[src/rtl/glue_logic_tester.sv]
// glue_logic_tester
//   Built-in exerciser for the four-output glue logic block. It steps all 16
//   input combinations onto the block's IN4..IN7 pins. Each vector is held for
//   a programmable settle time. The block's OUT4..OUT7 are then compared
//   against an internal reference model. At the end of a run the tester
//   reports an error count, the first failing vector and a pass flag.
//
// Parameters
//   SETTLE_CYCLES  cycles each vector is held before its result is sampled (1..255)
//
// Ports
//   clk         system clock, all logic on the rising edge
//   rst         synchronous active-high reset
//   start       begin a run; only honoured in IDLE or FINISH
//   vec_out     vector driven to the glue block (bit0->IN4 .. bit3->IN7)
//   res_in      glue block outputs (bit0<-OUT4 .. bit3<-OUT7)
//   busy        run in progress (SETTLE or CHECK)
//   done        run complete; held until the next start or rst
//   pass        done with no mismatches
//   err_cnt     number of mismatching vectors, 0..16
//   fail_seen   at least one mismatch in the current run
//   first_fail  vector of the first mismatch; valid while fail_seen is high

module glue_logic_tester #(
  parameter int unsigned SETTLE_CYCLES = 4
) (
  input  logic       clk,
  input  logic       rst,
  input  logic       start,
  output logic [3:0] vec_out,
  input  logic [3:0] res_in,
  output logic       busy,
  output logic       done,
  output logic       pass,
  output logic [4:0] err_cnt,
  output logic       fail_seen,
  output logic [3:0] first_fail
);

  // The counter is loaded with SETTLE_CYCLES-1 and leaves SETTLE when it
  // reaches zero, so SETTLE lasts exactly SETTLE_CYCLES cycles.
  localparam logic [7:0] RELOAD = 8'(SETTLE_CYCLES - 1);

  typedef enum logic [1:0] {
    IDLE,
    SETTLE,
    CHECK,
    FINISH
  } state_t;

  state_t     state;
  state_t     state_nxt;
  logic [7:0] settle_cnt;
  logic [7:0] settle_cnt_nxt;
  logic [3:0] vec_nxt;
  logic [4:0] err_cnt_nxt;
  logic       fail_seen_nxt;
  logic [3:0] first_fail_nxt;
  logic       done_nxt;

  logic       in_a;
  logic       in_b;
  logic       in_c;
  logic       in_d;
  logic [3:0] exp_res;
  logic       mismatch;

  // Reference model of the glue block, evaluated on the vector currently driven.
  always_comb begin
    in_a       = vec_out[0];
    in_b       = vec_out[1];
    in_c       = vec_out[2];
    in_d       = vec_out[3];
    exp_res[0] = (in_a & in_b) | ~in_c;
    exp_res[1] = in_a | in_b;
    exp_res[2] = in_a ^ in_b;
    exp_res[3] = ~(in_c ^ in_d);
    mismatch   = (res_in != exp_res);
  end

  // Next-state and next-datapath logic. Every register holds unless the
  // current state says otherwise.
  always_comb begin
    state_nxt      = state;
    settle_cnt_nxt = settle_cnt;
    vec_nxt        = vec_out;
    err_cnt_nxt    = err_cnt;
    fail_seen_nxt  = fail_seen;
    first_fail_nxt = first_fail;
    done_nxt       = done;

    unique case (state)
      IDLE, FINISH: begin
        if (start) begin
          vec_nxt        = 4'd0;
          settle_cnt_nxt = RELOAD;
          err_cnt_nxt    = 5'd0;
          fail_seen_nxt  = 1'b0;
          first_fail_nxt = 4'd0;
          done_nxt       = 1'b0;
          state_nxt      = SETTLE;
        end
      end

      SETTLE: begin
        if (settle_cnt == 8'd0) begin
          state_nxt = CHECK;
        end else begin
          settle_cnt_nxt = settle_cnt - 8'd1;
        end
      end

      CHECK: begin
        // Only the first mismatch of a run is latched into first_fail.
        if (mismatch) begin
          err_cnt_nxt = err_cnt + 5'd1;
          if (!fail_seen) begin
            first_fail_nxt = vec_out;
            fail_seen_nxt  = 1'b1;
          end
        end
        if (vec_out == 4'd15) begin
          done_nxt  = 1'b1;
          state_nxt = FINISH;
        end else begin
          vec_nxt        = vec_out + 4'd1;
          settle_cnt_nxt = RELOAD;
          state_nxt      = SETTLE;
        end
      end

      default: begin
        state_nxt = IDLE;
      end
    endcase
  end

  // State and datapath registers with synchronous reset.
  always_ff @(posedge clk) begin
    if (rst) begin
      state      <= IDLE;
      settle_cnt <= 8'd0;
      vec_out    <= 4'd0;
      err_cnt    <= 5'd0;
      fail_seen  <= 1'b0;
      first_fail <= 4'd0;
      done       <= 1'b0;
    end else begin
      state      <= state_nxt;
      settle_cnt <= settle_cnt_nxt;
      vec_out    <= vec_nxt;
      err_cnt    <= err_cnt_nxt;
      fail_seen  <= fail_seen_nxt;
      first_fail <= first_fail_nxt;
      done       <= done_nxt;
    end
  end

  // Status outputs. pass can never be high during a run because done is
  // cleared on the same edge that starts one.
  always_comb begin
    busy = (state == SETTLE) || (state == CHECK);
    pass = done && (err_cnt == 5'd0);
  end

endmodule

[config.mk]
export PLATFORM = sky130hd
export DESIGN_NAME = glue_logic_tester
export DESIGN_NICKNAME = d
export VERILOG_FILES = /design/src/rtl/glue_logic_tester.sv
export SDC_FILE = /design/constraint.sdc
export NUM_CORES = 1
export LEC_CHECK = 0
export CAP_MARGIN = 10
export CELL_PAD_IN_SITES_DETAIL_PLACEMENT = 1
export CELL_PAD_IN_SITES_GLOBAL_PLACEMENT = 1
export CORE_MARGIN = 1.5
export CORE_UTILIZATION = 36
export DETAILED_ROUTE_END_ITERATION = 6
export PLACE_DENSITY = 0.85
export SLEW_MARGIN = 0
export SYNTH_ARGS = -nofsm -noshare
export SYNTH_HDL_FRONTEND = slang
export SYNTH_SLANG_ARGS = --single-unit
[constraint.sdc]
create_clock -name clk -period 2 [get_ports clk]
set_input_delay 0.4 -clock clk [delete_from_list [all_inputs] [get_ports clk]]
set_output_delay 0.4 -clock clk [all_outputs]
set_load 0.02 [all_outputs]
==> parameters.txt, run 1 <==
Parameter                              Value

Place
  Post-placement cell count ... roughly 270
  Final HPWL from detailed placement ... 3270 µm
  Count of buffers inserted at the top-level ports ... 23
  Placed standard-cell area ... about 1900 µm²
  Final weighted congestion of routability-driven global placement ... 0.771

Routing
  Total met3 wirelength after detailed routing ... around 100 µm
  Routed wire length ... between 4000 and 5000 µm
  First-pass detailed-route iteration total ... 4
  WL met1 ... between 1500 and 2000 µm
  Remaining antenna violation count after routing ... 0
  Uppermost routed layer ... met4
  Total number of vias ... between 1500 and 2000
  Initial detailed-routing violation count ... 79
  Wire length per cell ... between 15 and 20 µm
  Number of design rule violations left after detail routing ... 0
  Met2 routed wirelength ... between 2000 and 2500 µm
  Ratio of routed vias to standard cells ... 5.63

Setup path
  Most prevalent standard cell on the critical path ... sky130_fd_sc_hd__or4_4
  Cell at the slowest stage of the critical path ... sky130_fd_sc_hd__or4_4
  Arrival time reported for the critical path endpoint ... 2110 ps
  Crit. End Element ... flop
  Cell chain of the critical path ... or4_4 > or4_4 > and4_4 > o21a_1
  Destination of the worst register-to-register timing path ... settle_cnt[4]
  Max incr delay on CP ... roughly 560 ps
  Start of the worst register-to-register path ... settle_cnt[2]
  Category of the most critical setup path ... reg -> reg
  Setup slack, reg-to-reg ... around 66 ps
  Largest driver fanout on the critical path ... 9
  Register-to-Register Path Depth ... 4
  Critical path required time ... roughly 2200 ps
  Critical Path Start Type ... flop

Pwr
  Areal power density over the cells ... between 1000 and 1500 nW/µm²
  Leakage component of the power ... 0.000756 µW
  VDD IR-drop max ... 0.000553 V

Finish
  FF+latch area ... about 500 µm²
  Number of inserted diodes ... 0
  Highest-count cells in the layout ignoring fill and taps ... sky130_fd_sc_hd__dfxtp_1, sky130_fd_sc_hd__clkdlybuf4s50_1, sky130_fd_sc_hd__buf_4, sky130_fd_sc_hd__inv_1, sky130_fd_sc_hd__nand2_1
  Synth-to-layout area growth ... 30.1%
  Number of fill cells in the layout ... about 500
  Most frequent standard cell in the layout excluding fill and tap cells ... sky130_fd_sc_hd__dfxtp_1
  Final standard cell area without fillers ... approximately 2000 µm²
  Share of layout cells above drive strength 1 ... 15.5%
  Multi-input gate area in the final layout ... 936 µm²
  Final non-filler cell total ... 270
  Final core occ ... 49.0%
  Number of nets in the finished design ... roughly 240

Global route
  Global routing usage summed across all routing layers ... between 10% and 20%
  Vias in the first global route ... around 1500
  Antenna violations before repair ... 0
  GRT overflow ... 0
  Wire length of the first global-routing pass ... 6760 µm
  Largest net degree at the start of global routing ... 14

Die
  Standard-cell row count ... 23
  Effective utilization at floorplan ... 37.6%
  Die height ... 67.9 µm
  Die W ... approximately 68 µm
  Number of top-level pins ... 24
  Core footprint ... 4030 µm²
  Die Area ... 4610 µm²

Clocking
  CTS tree ... yes
  Buffers from clock root to sink, at most ... 2
  Clock Tree Root ... sky130_fd_sc_hd__clkbuf_8
  Insertion delay of the later-clocked pin in the worst-skew pair ... between 200 and 300 ps
  Clock buffer count from CTS ... 3
  Clock transition at the registers of the reported paths ... roughly 90 ps
  H-tree depth ... 1
  Sinks on the clock net ... 25
  # hold bufs at CTS ... 0

Hold path
  Worst min path class ... reg -> reg
  Hold Startpoint ... settle_cnt[7]
  Hold Path Depth ... 2
  Hold-critical path endpoint ... settle_cnt[7]

Yosys
  Yosys warns ... 0
  EDFF count, synth ... 0
  Mapped Nets ... approximately 200
  Share of synthesized registers carrying an async set or reset ... 0%
  Cell count after synthesis ... approximately 180
  Sequential-to-total area share from yosys stat ... 33.0%
  Most used flip-flop cell after synthesis ... sky130_fd_sc_hd__dfxtp_1
  Mapped Avg Cell Area ... roughly 8.4 µm²
  Synthesis-stage register bit count ... 25
  Area of the mapped netlist ... about 1500 µm²
  Number of unique standard cell types used by synthesis ... 41

STA
  Max Transition Viols Final ... 0
  Final-report hold violation count ... 0
  Highest clock frequency the design can meet ... between 0.5 and 0.6 GHz
  Final setup vio count ... 0
  Layout Skew ... between 7 and 8 ps
  Hold Worst Slack ... 481 ps
  Headroom to the max-slew limit ... between 70% and 80%
  Actual transition at the worst max-transition pin ... about 420 ps
  Minimum clock period ... 1930 ps
  Part of the cycle the worst path needs ... 96.7%
  Final sum of negative setup slack ... 0 ps

Run
  Number of violations of the max-capacitance limit ... 0

Status
  Run status ... finished clean
[Yosys cell counts (3+ instances only)]
cell type / count / area (µm²)
sky130_fd_sc_hd__nand3_1: 10 / 50.1
sky130_fd_sc_hd__clkbuf_1: 4 / 15.0
sky130_fd_sc_hd__nand2_1: 16 / 60.1
sky130_fd_sc_hd__nor2_1: 7 / 26.3
sky130_fd_sc_hd__nand4_1: 9 / 56.3
sky130_fd_sc_hd__dfxtp_1: 25 / 500
sky130_fd_sc_hd__and3_1: 4 / 25.0
sky130_fd_sc_hd__a21boi_0: 3 / 22.5
sky130_fd_sc_hd__xor2_1: 3 / 26.3
sky130_fd_sc_hd__a31oi_1: 10 / 62.6
sky130_fd_sc_hd__nand2b_1: 4 / 25.0
sky130_fd_sc_hd__ha_1: 11 / 138
sky130_fd_sc_hd__a21oi_1: 11 / 55.1
sky130_fd_sc_hd__mux2i_1: 4 / 40.0
sky130_fd_sc_hd__o21ai_0: 4 / 20.0
sky130_fd_sc_hd__nand3b_1: 4 / 30.0
sky130_fd_sc_hd__nor4_1: 3 / 18.8
sky130_fd_sc_hd__inv_1: 16 / 60.1
[state kept, by name, summed over array words and instances, names as in the netlist]
signal / flops
settle_cnt: 8
state: 2
first_fail: 4
err_cnt: 5
vec_out: 4
fail_seen: 1
done: 1
[critical path: cells and delay by family (launching register included)]
kind | cells | cell delay, ps
AOI/OAI and AO/OA | 1 | 160
and+or+nand+nor | 3 | 1320
DFF | 1 | 350
[power by group]
| group | internal [µW] | total (µW) | switching (µW) | leakage (µW) |
|---|---|---|---|---|
| Clock | 143 | 315 | 172 | 0.0000228 |
| Combinational | 473 | 1060 | 586 | 0.000529 |
| Sequential | 577 | 647 | 70.5 | 0.000204 |
[metrics by stage]
| stage | total power, µW | setup WS, ps |
|---|---|---|
| global route | 2160 | -11.0 |
| floorplan | 1370 | 0.783 |
| detailed placement | 1700 | 17.0 |
| CTS | 2010 | 24.7 |
| finish | 2020 | 66.2 |
| global placement | 1660 | 86.1 |
[worst max-delay path by stage]
stage          slack, ps           from  cells past startpoint            end
5_1_grt              -10     vec_out[1]                      7     err_cnt[4]
6_report              70  settle_cnt[2]                      4  settle_cnt[4]
4_1_cts               20     vec_out[1]                      7     err_cnt[4]
3_5_place_dp          20      res_in[0]                      5     err_cnt[4]
2_1_floorplan        0.8  settle_cnt[2]                      6  settle_cnt[4]
3_3_place_gp          90  settle_cnt[2]                      4  settle_cnt[4]
[routing by layer]
metal	global-route usage, %	vias up
met1	26.0	744
met2	32.2	22
met3	2.47	7
met4	6.75	0
li1	-	746
met5	0	-
[logic make-up (layout without fill, tap and decap cells)]
kind of cell / after synthesis / after routing / synth area share (%)
and+or+nand+nor: 70 / 70 / 26.8
muxes: 4 / 4 / 2.64
DFF: 25 / 25 / 33.0
buffers and inverters: 23 / 62 / 6.68
AOI/OAI and AO/OA: 43 / 43 / 18.9
xor gates and xnor gates: 5 / 5 / 2.89
adders and majority gates: 11 / 11 / 9.08
[final cells by class]
cell class              count  share of cell area (%)
flip-flops and latches     25                    25.5
multi-input cells         133                    47.4
repair buffers             42                    18.6
inverters                  16                    3.04
well taps                  50                    3.17
clock buffers               4                    2.28
[timing repair]
item,CTS,global route
gates resized for setup,2,7
buffers inserted,0,1
setup endpoints to repair,2,9
pin swaps,0,2
No activity file was read; power rests on OpenSTA's default activity.
==> run 2: changes to the inputs <==
CAP_MARGIN = 5   (was 10)
CELL_PAD_IN_SITES_DETAIL_PLACEMENT = 0   (was 1)
==> run 2 against run 1 <==
First-iteration DRC count shrank 19%. Global-route usage is 3.4 points lower. Hold slack got worse by 1.3 ps. Critical path type unchanged. Highest routed layer unchanged.
==> parameters.txt, run 2 (synthesis gave the netlist of run 1 again) <==
Parameter                              Value

Clocking
  # hold bufs at CTS ... 0
  Clock transition at the registers of the reported paths ... 90 ps
  Insertion delay of the later-clocked pin in the worst-skew pair ... roughly 270 ps
  Buffers from clock root to sink, at most ... 2
  Sinks on the clock net ... 25
  Clock Tree Root ... sky130_fd_sc_hd__clkbuf_8
  Clock buffer count from CTS ... 3
  CTS tree ... yes
  H-tree depth ... 1

Finish
  Share of layout cells above drive strength 1 ... between 10% and 20%
  Number of nets in the finished design ... 239
  Biggest regs ... settle_cnt x8, err_cnt x5
  Most flops, register ... settle_cnt
  Highest-count cells in the layout ignoring fill and taps ... sky130_fd_sc_hd__dfxtp_1, sky130_fd_sc_hd__clkdlybuf4s50_1, sky130_fd_sc_hd__buf_4, sky130_fd_sc_hd__inv_1, sky130_fd_sc_hd__nand2_1
  Number of fill cells in the layout ... 403
  Number of flip-flops under the largest register name ... 8
  Most frequent standard cell in the layout excluding fill and tap cells ... sky130_fd_sc_hd__dfxtp_1
  Synth-to-layout area growth ... 29.6%
  Number of inserted diodes ... 0

Place
  Final weighted congestion of routability-driven global placement ... 0.771
  Count of buffers inserted at the top-level ports ... 23
  Final HPWL from detailed placement ... about 2600 µm

Setup path
  Critical path required time ... between 2000 and 2500 ps
  CP startpoint ... settle_cnt[2]
  Critical Path Start Type ... flop
  Destination of the worst register-to-register timing path ... settle_cnt[4]
  Category of the most critical setup path ... reg -> reg
  Crit. End Element ... flop
  Setup slack, reg-to-reg ... about 78 ps
  Largest driver fanout on the critical path ... 9
  Arrival time reported for the critical path endpoint ... between 2000 and 2500 ps
  Register-to-Register Path Depth ... 4
  Critical path destination ... settle_cnt[4]
  Start of the worst register-to-register path ... settle_cnt[2]

Routing
  Initial detailed-routing violation count ... 64
  First-pass detailed-route iteration total ... 4
  Remaining antenna violation count after routing ... 0
  Ratio of routed vias to standard cells ... approximately 5.4
  Number of design rule violations left after detail routing ... 0
  Wire length per cell ... approximately 13 µm
  Routed wire length ... 3540 µm
  Total number of vias ... 1456

Pwr
  Areal power density over the cells ... between 1000 and 1500 nW/µm²
  Total power of the final layout ... a little under 2000 µW
  Leakage component of the power ... approximately 0.00077 µW
  VDD IR-drop max ... ~0.00033 V

Die
  Standard-cell row count ... 23
  Die height ... slightly below 70 µm
  Die W ... slightly below 70 µm
  Core footprint ... 4030 µm²
  Effective utilization at floorplan ... a little under two fifths
  Die Area ... ~4600 µm²
  Number of top-level pins ... 24

Hold path
  Worst min path class ... reg -> reg

STA
  Max Transition Viols Final ... 0
  Layout Skew ... ~3.8 ps
  Highest clock frequency the design can meet ... 0.520 GHz
  Headroom to the max-slew limit ... between 70 and 80%
  Final setup vio count ... 0
  Final-report hold violation count ... 0
  Minimum clock period ... approximately 1900 ps
  Actual transition at the worst max-transition pin ... slightly above 400 ps
  Final sum of negative setup slack ... 0 ps
  Part of the cycle the worst path needs ... between 90% and 100%

Global route
  Vias in the first global route ... around 1400
  Global routing usage summed across all routing layers ... between 10% and 20%
  GRT overflow ... 0
  Antenna violations before repair ... 0
  Wire length of the first global-routing pass ... between 5000 and 6000 µm
  Largest net degree at the start of global routing ... 15

Status
  Run status ... finished clean

Run
  Number of violations of the max-capacitance limit ... 0
[run 2: per-layer routing]
layer / share of wire (%) / track usage, %
met2: 47 / 27.0
met1: 50 / 21.3
met5: 0 / 0
met3: 2.6 / 2.96
met4: 0.71 / 3.75
[run 2: layout make-up]
class	instances	area, µm²	share of cell area (%)
Tap cell	50	62.6	3.18
Clock inverter	1	5.00	0.255
Inverter	16	60.1	3.06
Timing Repair Buffer	42	374	19.0
Sequential cell	25	502	25.5
Multi-Input combinational cell	133	921	46.8
Clock buffer	3	41.3	2.10
[run 2: how the worst min path moves through the flow]
stage                       start            end  slack [ps]  cells past startpoint
finish              settle_cnt[7]  settle_cnt[7]         480                      2
global route        first_fail[2]  first_fail[2]         510                      2
CTS                 settle_cnt[7]  settle_cnt[7]         480                      2
detailed placement  settle_cnt[7]  settle_cnt[7]         470                      2
global placement    settle_cnt[7]  settle_cnt[7]         460                      2
floorplan           settle_cnt[7]  settle_cnt[7]         440                      2
[run 2: per-stage QoR]
stage / util (%) / cell area [µm²] / hold slack (ps) / cells / setup slack, ps
global placement: 47.2 / 1900 / 458 / 265 / 86.1
floorplan: - / 1520 / 441 / 181 / 0.783
global route: 48.8 / 1970 / 507 / 270 / -3.77
finish: 48.8 / 1970 / 479 / 270 / 78.3
CTS: 48.4 / 1950 / 483 / 269 / 6.60
detailed placement: 47.2 / 1900 / 468 / 265 / 80.2
[run 2: report_power, final]
group / internal [µW] / switching (µW)
sequential: 576 / 67.7
clock: 140 / 170
combinational: 472 / 548
total: 1190 / 786
[run 2: what timing repair did]
action | in CTS | in global routing
setup buffers | 0 | 1
endpoints found under the setup margin | 1 | 3
pin swaps | 0 | 1
gates resized for setup | 1 | 3
[run 2: worst max-delay path, stage by stage (launching register included)]
cell,delay [ps]
sky130_fd_sc_hd__dfxtp_1,350
sky130_fd_sc_hd__or4_4,550
sky130_fd_sc_hd__or4_4,560
sky130_fd_sc_hd__and4_4,210
sky130_fd_sc_hd__o21a_1,150
